<file path="config.mk">
export PLATFORM = sky130hd
export DESIGN_NAME = inst_feeder_flat
export DESIGN_NICKNAME = d
export VERILOG_FILES = /design/src/rtl/inst_feeder_pkg.sv /design/src/rtl/inst_feeder_if.sv /design/src/rtl/inst_feeder_mem.sv /design/src/rtl/inst_feeder.sv /design/src/flat_wrapper.sv
export SDC_FILE = /design/constraint.sdc
export NUM_CORES = 1
export LEC_CHECK = 0
export CORE_UTILIZATION = 42
export CTS_CLUSTER_DIAMETER = 150
export DETAILED_ROUTE_END_ITERATION = 8
export PLACE_DENSITY = 0.59
export SLEW_MARGIN = 20
export SYNTH_ARGS = -nofsm -noshare
export SYNTH_HDL_FRONTEND = slang
export SYNTH_SLANG_ARGS = --single-unit
</file>
<file path="constraint.sdc">
create_clock -name clk -period 8.4 [get_ports clk]
set_clock_uncertainty 0.1 [all_clocks]
set_input_delay 1.68 -clock clk [delete_from_list [all_inputs] [get_ports clk]]
set_output_delay 1.68 -clock clk [all_outputs]
set_load 0.02 [all_outputs]
</file>
<file path="src/rtl/inst_feeder_pkg.sv">
// inst_feeder_pkg: shared state encoding and instruction constants for the feeder
package inst_feeder_pkg;
  typedef enum logic [1:0] {IDLE = 2'd0, RUN = 2'd1, DONE = 2'd2} state_e;
  localparam logic [31:0] NOP_DEFAULT = 32'h0000_0000;
  localparam logic [5:0] FUNCT_ADD = 6'b100000;
  localparam logic [5:0] OP_ADDI = 6'b010000;
endpackage

</file>
<file path="src/rtl/inst_feeder_if.sv">
// inst_feeder_if: loader write port and cpu issue port of the feeder (issue_count with INST_FEEDER_ISSUE_CNT_EN)
interface inst_feeder_if #(parameter int INST_W = 32, parameter int ADDR_W = 4);
  logic              load_valid;
  logic [INST_W-1:0] load_data;
  logic              load_ready;
  logic              start;
  logic              clear;
  logic              loop_en;
  logic [INST_W-1:0] inst_out;
  logic              inst_valid;
  logic              inst_ready;
  logic [ADDR_W-1:0] pc_out;
  logic [ADDR_W:0]   count;
  logic              busy;
  logic              done;
`ifdef INST_FEEDER_ISSUE_CNT_EN
  logic [15:0]       issue_count;
`endif
  modport master (
    output load_valid, load_data, start, clear, loop_en, inst_ready,
    input  load_ready, inst_out, inst_valid, pc_out, count, busy, done
`ifdef INST_FEEDER_ISSUE_CNT_EN
    , input issue_count
`endif
  );
  modport slave (
    input  load_valid, load_data, start, clear, loop_en, inst_ready,
    output load_ready, inst_out, inst_valid, pc_out, count, busy, done
`ifdef INST_FEEDER_ISSUE_CNT_EN
    , output issue_count
`endif
  );
endinterface

</file>
<file path="src/rtl/inst_feeder_mem.sv">
// inst_feeder_mem: program buffer with synchronous write and asynchronous read
module inst_feeder_mem #(
  parameter int INST_W = 32,
  parameter int ADDR_W = 4
) (
  input  logic              clk,
  input  logic              we_i,
  input  logic [ADDR_W-1:0] waddr_i,
  input  logic [INST_W-1:0] wdata_i,
  input  logic [ADDR_W-1:0] raddr_i,
  output logic [INST_W-1:0] rdata_o
);
  logic [INST_W-1:0] mem_q [2**ADDR_W];
  always_ff @(posedge clk)
    if (we_i) mem_q[waddr_i] <= wdata_i;
  assign rdata_o = mem_q[raddr_i];
endmodule

</file>
<file path="src/rtl/inst_feeder.sv">
// inst_feeder: loads a program then replays it to the cpu with stall/loop/replay; INST_FEEDER_ISSUE_CNT_EN adds issue_count
module inst_feeder
  import inst_feeder_pkg::*;
#(
  parameter int INST_W = 32,
  parameter int ADDR_W = 4,
  parameter logic [INST_W-1:0] NOP_INST = INST_W'(NOP_DEFAULT)
) (
  input logic         clk,
  input logic         rst_n,
  inst_feeder_if.slave bus
);
  state_e            state_q, state_d;
  logic [ADDR_W-1:0] wr_ptr_q, wr_ptr_d, rd_ptr_q, rd_ptr_d;
  logic [ADDR_W:0]   count_q, count_d;
  logic [INST_W-1:0] rd_data;
  logic              we, last;
  // count never exceeds DEPTH, so its MSB alone flags a full buffer
  assign bus.load_ready = state_q == IDLE && !count_q[ADDR_W];
  assign we = bus.load_valid && bus.load_ready && !bus.clear;
  assign last = {1'b0, rd_ptr_q} + (ADDR_W+1)'(1) == count_q;
  inst_feeder_mem #(.INST_W(INST_W), .ADDR_W(ADDR_W)) u_mem (
    .clk     (clk),
    .we_i    (we),
    .waddr_i (wr_ptr_q),
    .wdata_i (bus.load_data),
    .raddr_i (rd_ptr_q),
    .rdata_o (rd_data)
  );
  always_comb begin
    state_d  = state_q;
    wr_ptr_d = wr_ptr_q;
    rd_ptr_d = rd_ptr_q;
    count_d  = count_q;
    if (bus.clear) begin
      state_d  = IDLE;
      wr_ptr_d = '0;
      rd_ptr_d = '0;
      count_d  = '0;
    end else begin
      unique case (state_q)
        IDLE: begin
          wr_ptr_d = wr_ptr_q + ADDR_W'(we);
          count_d  = count_q + (ADDR_W+1)'(we);
          if (bus.start && count_d != '0) begin
            state_d  = RUN;
            rd_ptr_d = '0;
          end
        end
        RUN: if (bus.inst_ready) begin
          rd_ptr_d = last ? '0 : rd_ptr_q + ADDR_W'(1);
          state_d  = last && !bus.loop_en ? DONE : RUN;
        end
        DONE: if (bus.start) begin
          state_d  = RUN;
          rd_ptr_d = '0;
        end
        default: state_d = IDLE;
      endcase
    end
  end
  always_ff @(posedge clk) begin
    if (!rst_n) begin
      state_q  <= IDLE;
      wr_ptr_q <= '0;
      rd_ptr_q <= '0;
      count_q  <= '0;
    end else begin
      state_q  <= state_d;
      wr_ptr_q <= wr_ptr_d;
      rd_ptr_q <= rd_ptr_d;
      count_q  <= count_d;
    end
  end
  assign bus.inst_valid = state_q == RUN;
  assign bus.inst_out   = bus.inst_valid ? rd_data : NOP_INST;
  assign bus.pc_out     = rd_ptr_q;
  assign bus.count      = count_q;
  assign bus.busy       = state_q == RUN;
  assign bus.done       = state_q == DONE;
`ifdef INST_FEEDER_ISSUE_CNT_EN
  logic [15:0] issue_q, issue_d;
  assign issue_d = (bus.clear || (state_q != RUN && bus.start)) ? '0 :
                   (bus.inst_valid && bus.inst_ready && issue_q != 16'hFFFF) ? issue_q + 16'd1 : issue_q;
  always_ff @(posedge clk) begin
    if (!rst_n) issue_q <= '0;
    else issue_q <= issue_d;
  end
  assign bus.issue_count = issue_q;
`endif
endmodule

</file>
<file path="src/flat_wrapper.sv">
// flat-port wrapper written by rule: the top's interface ports become plain ports
module inst_feeder_flat import inst_feeder_pkg::*;
#(
  parameter int INST_W = 32,
  parameter int ADDR_W = 4,
  parameter logic [INST_W-1:0] NOP_INST = INST_W'(NOP_DEFAULT)
)
  (clk, rst_n, bus_load_valid, bus_load_data, bus_start, bus_clear, bus_loop_en, bus_inst_ready, bus_load_ready, bus_inst_out, bus_inst_valid, bus_pc_out, bus_count, bus_busy, bus_done);
  inst_feeder_if #(.INST_W(INST_W), .ADDR_W(ADDR_W)) bus_i ();
  input logic clk;
  input logic rst_n;
  input wire logic [$bits(bus_i.load_valid)-1:0] bus_load_valid;
  input wire logic [$bits(bus_i.load_data)-1:0] bus_load_data;
  input wire logic [$bits(bus_i.start)-1:0] bus_start;
  input wire logic [$bits(bus_i.clear)-1:0] bus_clear;
  input wire logic [$bits(bus_i.loop_en)-1:0] bus_loop_en;
  input wire logic [$bits(bus_i.inst_ready)-1:0] bus_inst_ready;
  output wire logic [$bits(bus_i.load_ready)-1:0] bus_load_ready;
  output wire logic [$bits(bus_i.inst_out)-1:0] bus_inst_out;
  output wire logic [$bits(bus_i.inst_valid)-1:0] bus_inst_valid;
  output wire logic [$bits(bus_i.pc_out)-1:0] bus_pc_out;
  output wire logic [$bits(bus_i.count)-1:0] bus_count;
  output wire logic [$bits(bus_i.busy)-1:0] bus_busy;
  output wire logic [$bits(bus_i.done)-1:0] bus_done;
  assign bus_i.load_valid = bus_load_valid;
  assign bus_i.load_data = bus_load_data;
  assign bus_i.start = bus_start;
  assign bus_i.clear = bus_clear;
  assign bus_i.loop_en = bus_loop_en;
  assign bus_i.inst_ready = bus_inst_ready;
  assign bus_load_ready = bus_i.load_ready;
  assign bus_inst_out = bus_i.inst_out;
  assign bus_inst_valid = bus_i.inst_valid;
  assign bus_pc_out = bus_i.pc_out;
  assign bus_count = bus_i.count;
  assign bus_busy = bus_i.busy;
  assign bus_done = bus_i.done;
  inst_feeder #(.INST_W(INST_W), .ADDR_W(ADDR_W), .NOP_INST(NOP_INST)) u_core (.clk(clk), .rst_n(rst_n), .bus(bus_i));
endmodule
</file>
== Yosys cells after proc, flatten, opt, wreduce, memory -nomap -nowiden ==
Memory sizes are Yosys's and may differ from the RTL's. A register that Yosys moved wholly into a read port is not among the register bits.
Index checks and enable logic that the tools add are counted.
Word-level totals
  register bits after elaboration: 15
  bits in writable memories: 512
  input port bits: 39
  memories kept: 1
Memory list
  u_core.u_mem.mem_q: depth 16, width 32, rd ports 1, clocked after memory_dff 1, wr ports 1, RTL line inst_feeder_mem.sv:13  | logic [INST_W-1:0] mem_q [2**ADDR_W];
Operators by class
  add/subtract/negate cells: 4
  equal/unequal tests: 6
  mux-type cells: 15
  bitwise logic cells: 1
  reduce and logical (&&, ||, !) cells: 14
Operators by type and width (number)
  $mux W32: 1
  $mux W4: 6
  $pmux W4 S3: 1
  $mux W2: 4
  $ne A2 B2 Y1 const B: 3
  $pmux W2 S3: 1
  $add A4 B1 Y5 const B: 1
  $add A5 B1 Y5: 1
  $eq A5 B5 Y1: 1
  $logic_and A1 B1 Y1: 5
  $reduce_bool A5 Y1: 1
  $add A4 B1 Y4: 1
  $add A4 B1 Y4 const B: 1
  $reduce_and A4 Y1: 1
  $logic_not A1 Y1: 3
  $reduce_and A3 Y1: 1
  $reduce_bool A3 Y1: 1
  $eq A2 B1 Y1 const B: 1
  $eq A2 B2 Y1 const B: 1
  $logic_not A2 Y1: 1
  $mux W1: 2
  $reduce_or A2 Y1: 1
  $not A1 Y1: 1

== Longest topological paths before layout ==
Gate-level depths: netlist (run 1).
  depth after elaboration: 11
  depth in mapped cells: 11

== Modules after synthesis ==
From an unflattened synthesis (run 1), not the netlist that was laid out.
Second synthesis, totals
  cells, all modules: 956
  area total of the unflattened synthesis: 20439.6 µm²
Modules (own cells, without submodules)
  inst_feeder_mem: instances 1, cells each 806, area each 19213.4 µm², sequential area each 15374.7 µm²
  inst_feeder: instances 1, cells each 150, area each 1226.2 µm², sequential area each 300.3 µm²

== Worst setup path before layout (run 1) ==
No wires, ideal clock.
  path kind: input to register
  from: input bus_clear
  to: memory u_core.u_mem.mem_q[0][0], enable pin
  data arrival time: 4.477 ns
  required time: 7.839 ns
  setup slack: 3.362 ns
  stages: 4
  cells stage by stage: nor2_1 nand3_1 or3_1 nor3_1
Between the ends
  longest elaborated chain between the ends: 4
RTL lines
  start: declaration: RTL line flat_wrapper.sv:15  | input wire logic [$bits(bus_i.clear)-1:0] bus_clear;
  $logic_not A1 Y1: RTL line inst_feeder.sv:20  | assign we = bus.load_valid && bus.load_ready && !bus.clear;
  $logic_and A1 B1 Y1: RTL line inst_feeder.sv:20
  $mux W1: RTL line inst_feeder_mem.sv:15  | if (we_i) mem_q[waddr_i] <= wdata_i;
  $mux W1 (not written as such): RTL line inst_feeder_mem.sv:15
  end: declaration: RTL line inst_feeder_mem.sv:13
Every way passes these cells.

==> results of run 1 <==
==> worst register-to-register path, cell delays in order (launching register included) <==
cell and delay (ns):
dfxtp_1 0.36, nor2_1 0.44, nand3_1 0.27, inv_1 0.17, nand3_1 0.33, nor2_4 0.77
buf_4 0.50
==> routing by layer <==
layer | vias up | track usage, %
li1 | 3985 | -
met1 | 5022 | 24.48
met2 | 189 | 29.98
met3 | 65 | 2.581
met4 | 2 | 5.250
met5 | - | 0
==> state kept, by name, indices dropped and copies added (netlist names), named ones only <==
signal              cells
u_core.u_mem.mem_q    512
u_core.bus.count        5
u_core.bus.pc_out       4
u_core.wr_ptr_q         4
u_core.state_q          2
==> final timing paths <==
path                            cells past startpoint                    endpoint                start  slack (ns)
worst max-delay path                                5             bus_inst_out[3]                 flop        2.66
worst min-delay path                                2         u_core.bus.count[0]  u_core.bus.count[0]        0.44
worst max register to register                      6  u_core.u_mem.mem_q[15][31]    u_core.state_q[1]        5.10
worst min register to register                      2         u_core.bus.count[0]  u_core.bus.count[0]        0.44
==> cell families after synthesis <==
family	Yosys count
flops	531
mux	160
simple gates	117
buf+inv	49
compound gates	19
xor+xnor	11
fa+ha+maj	5
==> synthesized netlist by cell type (2+ instances only) <==
| cell type | instances |
|---|---|
| edfxtp_1 | 512 |
| mux4_2 | 158 |
| and2_1 | 32 |
| nor2_1 | 29 |
| nand2_1 | 20 |
| dfxtp_1 | 19 |
| clkbuf_1 | 18 |
| buf_1 | 11 |
| buf_4 | 11 |
| nand3_1 | 9 |
| a21oi_1 | 8 |
| nand2b_1 | 6 |
| xor2_1 | 6 |
| ha_1 | 5 |
| nor3_1 | 5 |
| xnor2_1 | 5 |
| a31oi_1 | 4 |
| buf_6 | 4 |
| nand4_1 | 3 |
| nor2b_1 | 3 |
| buf_2 | 2 |
| inv_1 | 2 |
| mux4_1 | 2 |
| nand4b_1 | 2 |
| nor3b_1 | 2 |
| o21ai_0 | 2 |
| or3_1 | 2 |
==> area by class of cell <==
class / instances / area [µm²] / share of cell area, %
sequential: 531 / 15770 / 66.09
clock inverter: 25 / 188.9 / 0.7921
timing repair buffer: 105 / 1021 / 4.280
clock buffer: 72 / 1480 / 6.205
multi-input combinational: 312 / 4621 / 19.37
tap: 615 / 769.5 / 3.226
inverter: 2 / 7.507 / 0.03147
==> power groups by stage <==
stage / combinational [W] / sequential, W / clock, W
2_1_floorplan: 0.0000437 / 0.00297 / 0
3_3_place_gp: 0.000112 / 0.00297 / 0
3_5_place_dp: 0.000114 / 0.00297 / 0
4_1_cts: 0.000114 / 0.00292 / 0.00232
5_1_grt: 0.000122 / 0.00292 / 0.00241
6_report: 0.000112 / 0.00292 / 0.00227
==> per-stage QoR <==
step           hold slack, ns  power (W)  utilization [%]  instances  worst slack [ns]
2_1_floorplan          0.3870   0.003016                -        892             3.362
3_3_place_gp           0.4058   0.003083            46.27       1565             3.177
3_5_place_dp           0.4250   0.003086            46.27       1565             3.152
4_1_cts                0.4334   0.005351            49.75       1662             2.525
5_1_grt                0.4545   0.005453            49.75       1662             2.404
6_report               0.4376   0.005298            49.75       1662             2.662
==> results.ini, run 1 <==
[clocking]
cts-root-buf = clkbuf_16
post_cts_buffers = 0
cts_sinks = 531
cts.reportedPaths.clkPinSlew_ns = 0.06
hold_buffers = 0
cts_tree = done
cts_resized = 0
cts_inserted_buffers = 53
clk_latency_ns = 0.58
cts.path.max_buffers = 3
htreeDepth = 2

[worst_setup_path]
crit_top_cell = mux4_2
worstSetupPathType = reg2out
cp-start-kind = flop
critPathRequiredTime_ns = 6.62
crit_arrival_ns = 3.96
crit_buf_inv = 2
crit_path_max_incr_delay_ns = 0.93
cp_slowest_cell = dfxtp_4
crit_chain = buf_4 -> mux4_2 -> mux4_2 -> and2_1 -> clkdlybuf4s50_1
critPathMaxFanout = 42
endpoint_kind = primary output
cpLargestDelayFamily = buffers and inverters

[detailed_routing]
wl_mm = 43.39
vias = 9263
drc = 0
m1WireLength_mm = 19.05
met3WireLength_mm = 1.515
antenna_left = 0
wl_per_cell_um = 26.11
vias_per_cell = 5.573
drt_first_pass_iters = 4
topRoutingLayerUsed = met5
drt_iter0_markers = 747
wl_met2_mm = 21.93

[logic_synthesis]
yosys.area_share.simple_pct = 2.952
syn_area_per_cell_um2 = 23.00
yosys.area.top_type = edfxtp_1
async_flop_share_pct = 0
synth.area.mux_share_pct = 17.60
ys_ff_latch = 531
synth_nets = 936
synth_compound_area_share_pct = 0.6220
synth_xor_area_share_pct = 0.4696
synth_edf_count = 512
synth_flop_cell = edfxtp_1
synth_top_family_by_area = multiplexers
ys_warn_count = 0
netlist_area_um2 = 20520
yosysUniqueCellTypes = 37
yosysSeqAreaShare_pct = 76.79
syn-instance-count = 892
yosysTopAreaCellShare_pct = 74.94
synth_fa_ha_area_share_pct = 0.3049
synth_area_leaders = edfxtp_1 (75%), mux4_2 (17%), dfxtp_1 (1.9%)

[final_layout]
fillCellCount = 3762
final_cell_mix = edfxtp_1 (512), mux4_2 (158), clkdlybuf4s50_1 (83), clkbuf_16 (55), and2_1 (32)
nNetsFinal = 1049
design_area_um2 = 23850
layout_commonest_cell = edfxtp_1
diodes = 0
drive_gt1_share_pct = 26.27
syn2layout_area_growth_pct = 16.26

[die]
dieHeight_um = 223.0
die_w_um = 223.0
coreArea_um2 = 47950
row_count = 80
dieArea_um2 = 49740
initial_core_util_pct = 42.79
pin_count = 84

[sta]
relSlewSlack_pct = 40.82
setup_violations = 0
hold_viol = 0
period_minus_slack_ns = 5.738
tns_ns = 0
final_max_slew_viol_count = 0
worst_pin_slew_ns = 0.8877
finalCritPeriodShare_pct = 68.31
rsz0062_at_grt = no
timing.fmax_mhz = 174.3

[flow_run]
max_cap_viol_count = 0

[power_and_ir_drop]
seqPwrFrac_pct = 55.0
p_sw_share_pct = 19.27
peakVddDrop_mv = 0.1591
power.leakage_nw = 7.172
p_int_w = 0.004277
pwr-share-comb_pct = 2.1
powerDensity_nw_per_um2 = 222.1
p_sw_w = 0.001021
clockPowerShare_pct = 42.8

[place]
postPlaceCellArea_um2 = 22180
port_buffers = 83
gp_congestion = 0.7067
hpwlAfterDp_mm = 21.46

[global_routing]
grtUsageTotal_pct = 17.89
grt_max_degree = 104
grt_pass1_wl_mm = 63.92
grt_pass1_vias = 9606
gr-total-overflow = 0
antenna_found_initial = 1

[worst_hold_path]
hp-class = reg2reg

[outcome]
status = finished, final reports clean

(Power assumes the default switching activity.)
==> inputs of run 2 (changes only) <==
==> constraint.sdc (replaced) <==
create_clock -name clk -period 5.98 [get_ports clk]
set_clock_uncertainty 0.1 [all_clocks]
set_input_delay 1.196 -clock clk [delete_from_list [all_inputs] [get_ports clk]]
set_output_delay 1.196 -clock clk [all_outputs]
set_load 0.02 [all_outputs]
==> run 2 against run 1 <==
Net effect:
- first-iteration DRC count rose by 24%
- flip-flop and latch count is the same
- sequential power increased by 40%
- critical endpoint is now bus_inst_out[21]
==> results.ini, run 2 (synthesis gave the netlist of run 1 again) <==
[outcome]
status = finished, final reports clean

[place]
dpl.cell_count = 1574  ; +0.58%
port_buffers = 83  ; unchanged
gp_congestion = 0.7079  ; +0.17%
hpwlAfterDp_mm = 24.03  ; +12%

[clocking]
cts_inserted_buffers = 54  ; +1.9%
cts-root-buf = clkbuf_16
htreeDepth = 2  ; unchanged
cts.reportedPaths.clkPinSlew_ns = 0.06  ; about the same
hold_buffers = 0  ; unchanged
cts_sinks = 531  ; unchanged
cts.path.max_buffers = 3  ; unchanged
clk_latency_ns = 0.58  ; about the same
post_cts_buffers = 0  ; unchanged
cts_resized = 0  ; unchanged
cts_tree = done

[sta]
period_minus_slack_ns = 4.999
relSlewSlack_pct = 33.35  ; -7.5 points
worst_pin_slew_ns = 0.9943  ; +0.1066 ns
finalCritPeriodShare_pct = 83.60
rsz0062_at_grt = no
timing.fmax_mhz = 200.0
final_max_slew_viol_count = 0  ; unchanged
setup_violations = 0  ; unchanged
hold_viol = 0  ; unchanged
tns_ns = 0  ; unchanged
holdWs_ns = 0.4339  ; -0.003627 ns

[global_routing]
grt_pass1_vias = 9860  ; +2.6%
gr-total-overflow = 0  ; unchanged
antenna_found_initial = 1  ; unchanged
grt_pass1_wl_mm = 66.21  ; +3.6%
grtUsageTotal_pct = 18.57  ; +0.68 points
grt_max_degree = 53  ; -49%

[final_layout]
largest_register = u_core.u_mem.mem_q
fin_util_pct = 50.15  ; +0.40 points
fin_cells = 1673  ; +0.66%
diodes = 0  ; unchanged
syn2layout_area_growth_pct = 17.20
drive_gt1_share_pct = 26.75  ; +0.48 points
final_cell_mix = edfxtp_1 (512), mux4_2 (158), clkdlybuf4s50_1 (83), clkbuf_16 (57), and2_1 (32)
nNetsFinal = 1059  ; +0.95%
layout_commonest_cell = edfxtp_1
largest_reg_flops = 512  ; unchanged

[power_and_ir_drop]
peakVddDrop_mv = 0.2535  ; +59%
clockPowerShare_pct = 43.9  ; +1.1 points
seqPwrFrac_pct = 54.0  ; -1.0 points
power_w = 0.007590  ; +43%
pwr-share-comb_pct = 2.1  ; about the same
p_sw_w = 0.001445  ; +42%
power.leakage_nw = 7.257  ; +1.2%
p_sw_share_pct = 19.04  ; -0.22 points
p_int_w = 0.006145  ; +44%
powerDensity_nw_per_um2 = 315.6  ; +42%

[die]
row_count = 80  ; unchanged
pin_count = 84  ; unchanged
dieArea_um2 = 49740  ; unchanged
initial_core_util_pct = 42.79  ; unchanged
dieHeight_um = 223.0  ; unchanged
coreArea_um2 = 47950  ; unchanged
die_w_um = 223.0  ; unchanged

[detailed_routing]
vias = 9400  ; +1.5%
drt_first_pass_iters = 5  ; +1
drc = 0  ; unchanged
drt_iter0_markers = 929  ; +24%
wl_per_cell_um = 26.73  ; +2.4%
vias_per_cell = 5.619  ; +0.81%
wl_mm = 44.71  ; +3.0%
antenna_left = 0  ; unchanged

[worst_hold_path]
min_path_cells = 2  ; unchanged
hp-class = reg2reg

[worst_setup_path]
cp_slowest_cell = dfxtp_4
critPathRequiredTime_ns = 4.68  ; -1.94 ns
crit_arrival_ns = 3.70  ; -0.26 ns
endpoint_kind = primary output
worstSetupPathType = reg2out
cp-start-kind = flop
crit_path_max_incr_delay_ns = 0.90  ; -0.03 ns
crit_chain = buf_4 -> mux4_1 -> mux4_2 -> and2_1 -> clkdlybuf4s50_1
critPathMaxFanout = 38  ; -9.5%
r2r_cells = 6  ; unchanged

[flow_run]
max_cap_viol_count = 0  ; unchanged

## run 2: power groups by stage
stage	registers (W)	clock network, W	logic, W
floorplan	0.00417	0	0.0000613
finish	0.00410	0.00333	0.000161
CTS	0.00410	0.00341	0.000164
detailed placement	0.00418	0	0.000163
global placement	0.00417	0	0.000160
global route	0.00410	0.00355	0.000175
## run 2: final cells by class
type	instances	area, µm²
Fill cell	3761	23900
Multi-Input combinational cell	312	4621
Timing Repair Buffer	114	1126
Sequential cell	531	15770
Tap cell	615	769.5
Clock inverter	28	277.8
Inverter	2	7.507
Clock buffer	71	1479
## run 2: worst max-delay path: cells and delay by family, from the launching register on
family | cells | cell delay, ns
multiplexers | 2 | 1.03
flip-flops | 1 | 0.90
AND/OR/NAND/NOR | 1 | 0.19
buffers and inverters | 2 | 0.95
## run 2: routing by layer
layer | wire length, µm | part of all wire (%) | vias to the layer above | track usage [%]
li1 | - | - | 4011 | -
met1 | 19240 | 43 | 5085 | 25.89
met2 | 22520 | 50 | 250 | 30.73
met3 | 2237 | 5.0 | 52 | 3.187
met4 | 705 | 1.6 | 2 | 4.338
met5 | 11 | 0.025 | - | 0
## run 2: path summary, 6_finish.rpt
check / start / to / slack, ns
hold reg to reg: u_core.wr_ptr_q[0] / u_core.wr_ptr_q[0] / 0.43
setup reg to reg: u_core.state_q[1] / u_core.u_mem.mem_q[15][20] / 2.63
setup / recovery: flop / bus_inst_out[21] / 0.98
hold / removal: u_core.wr_ptr_q[0] / u_core.wr_ptr_q[0] / 0.43
## run 2: metrics by stage
stage | setup slack, ns | area (µm²)
4_1_cts | 0.8546 | 24050
2_1_floorplan | 1.426 | 20520
6_report | 0.9809 | 24050
5_1_grt | 0.7369 | 24050
3_5_place_dp | 1.504 | 22290
3_3_place_gp | 1.507 | 22290
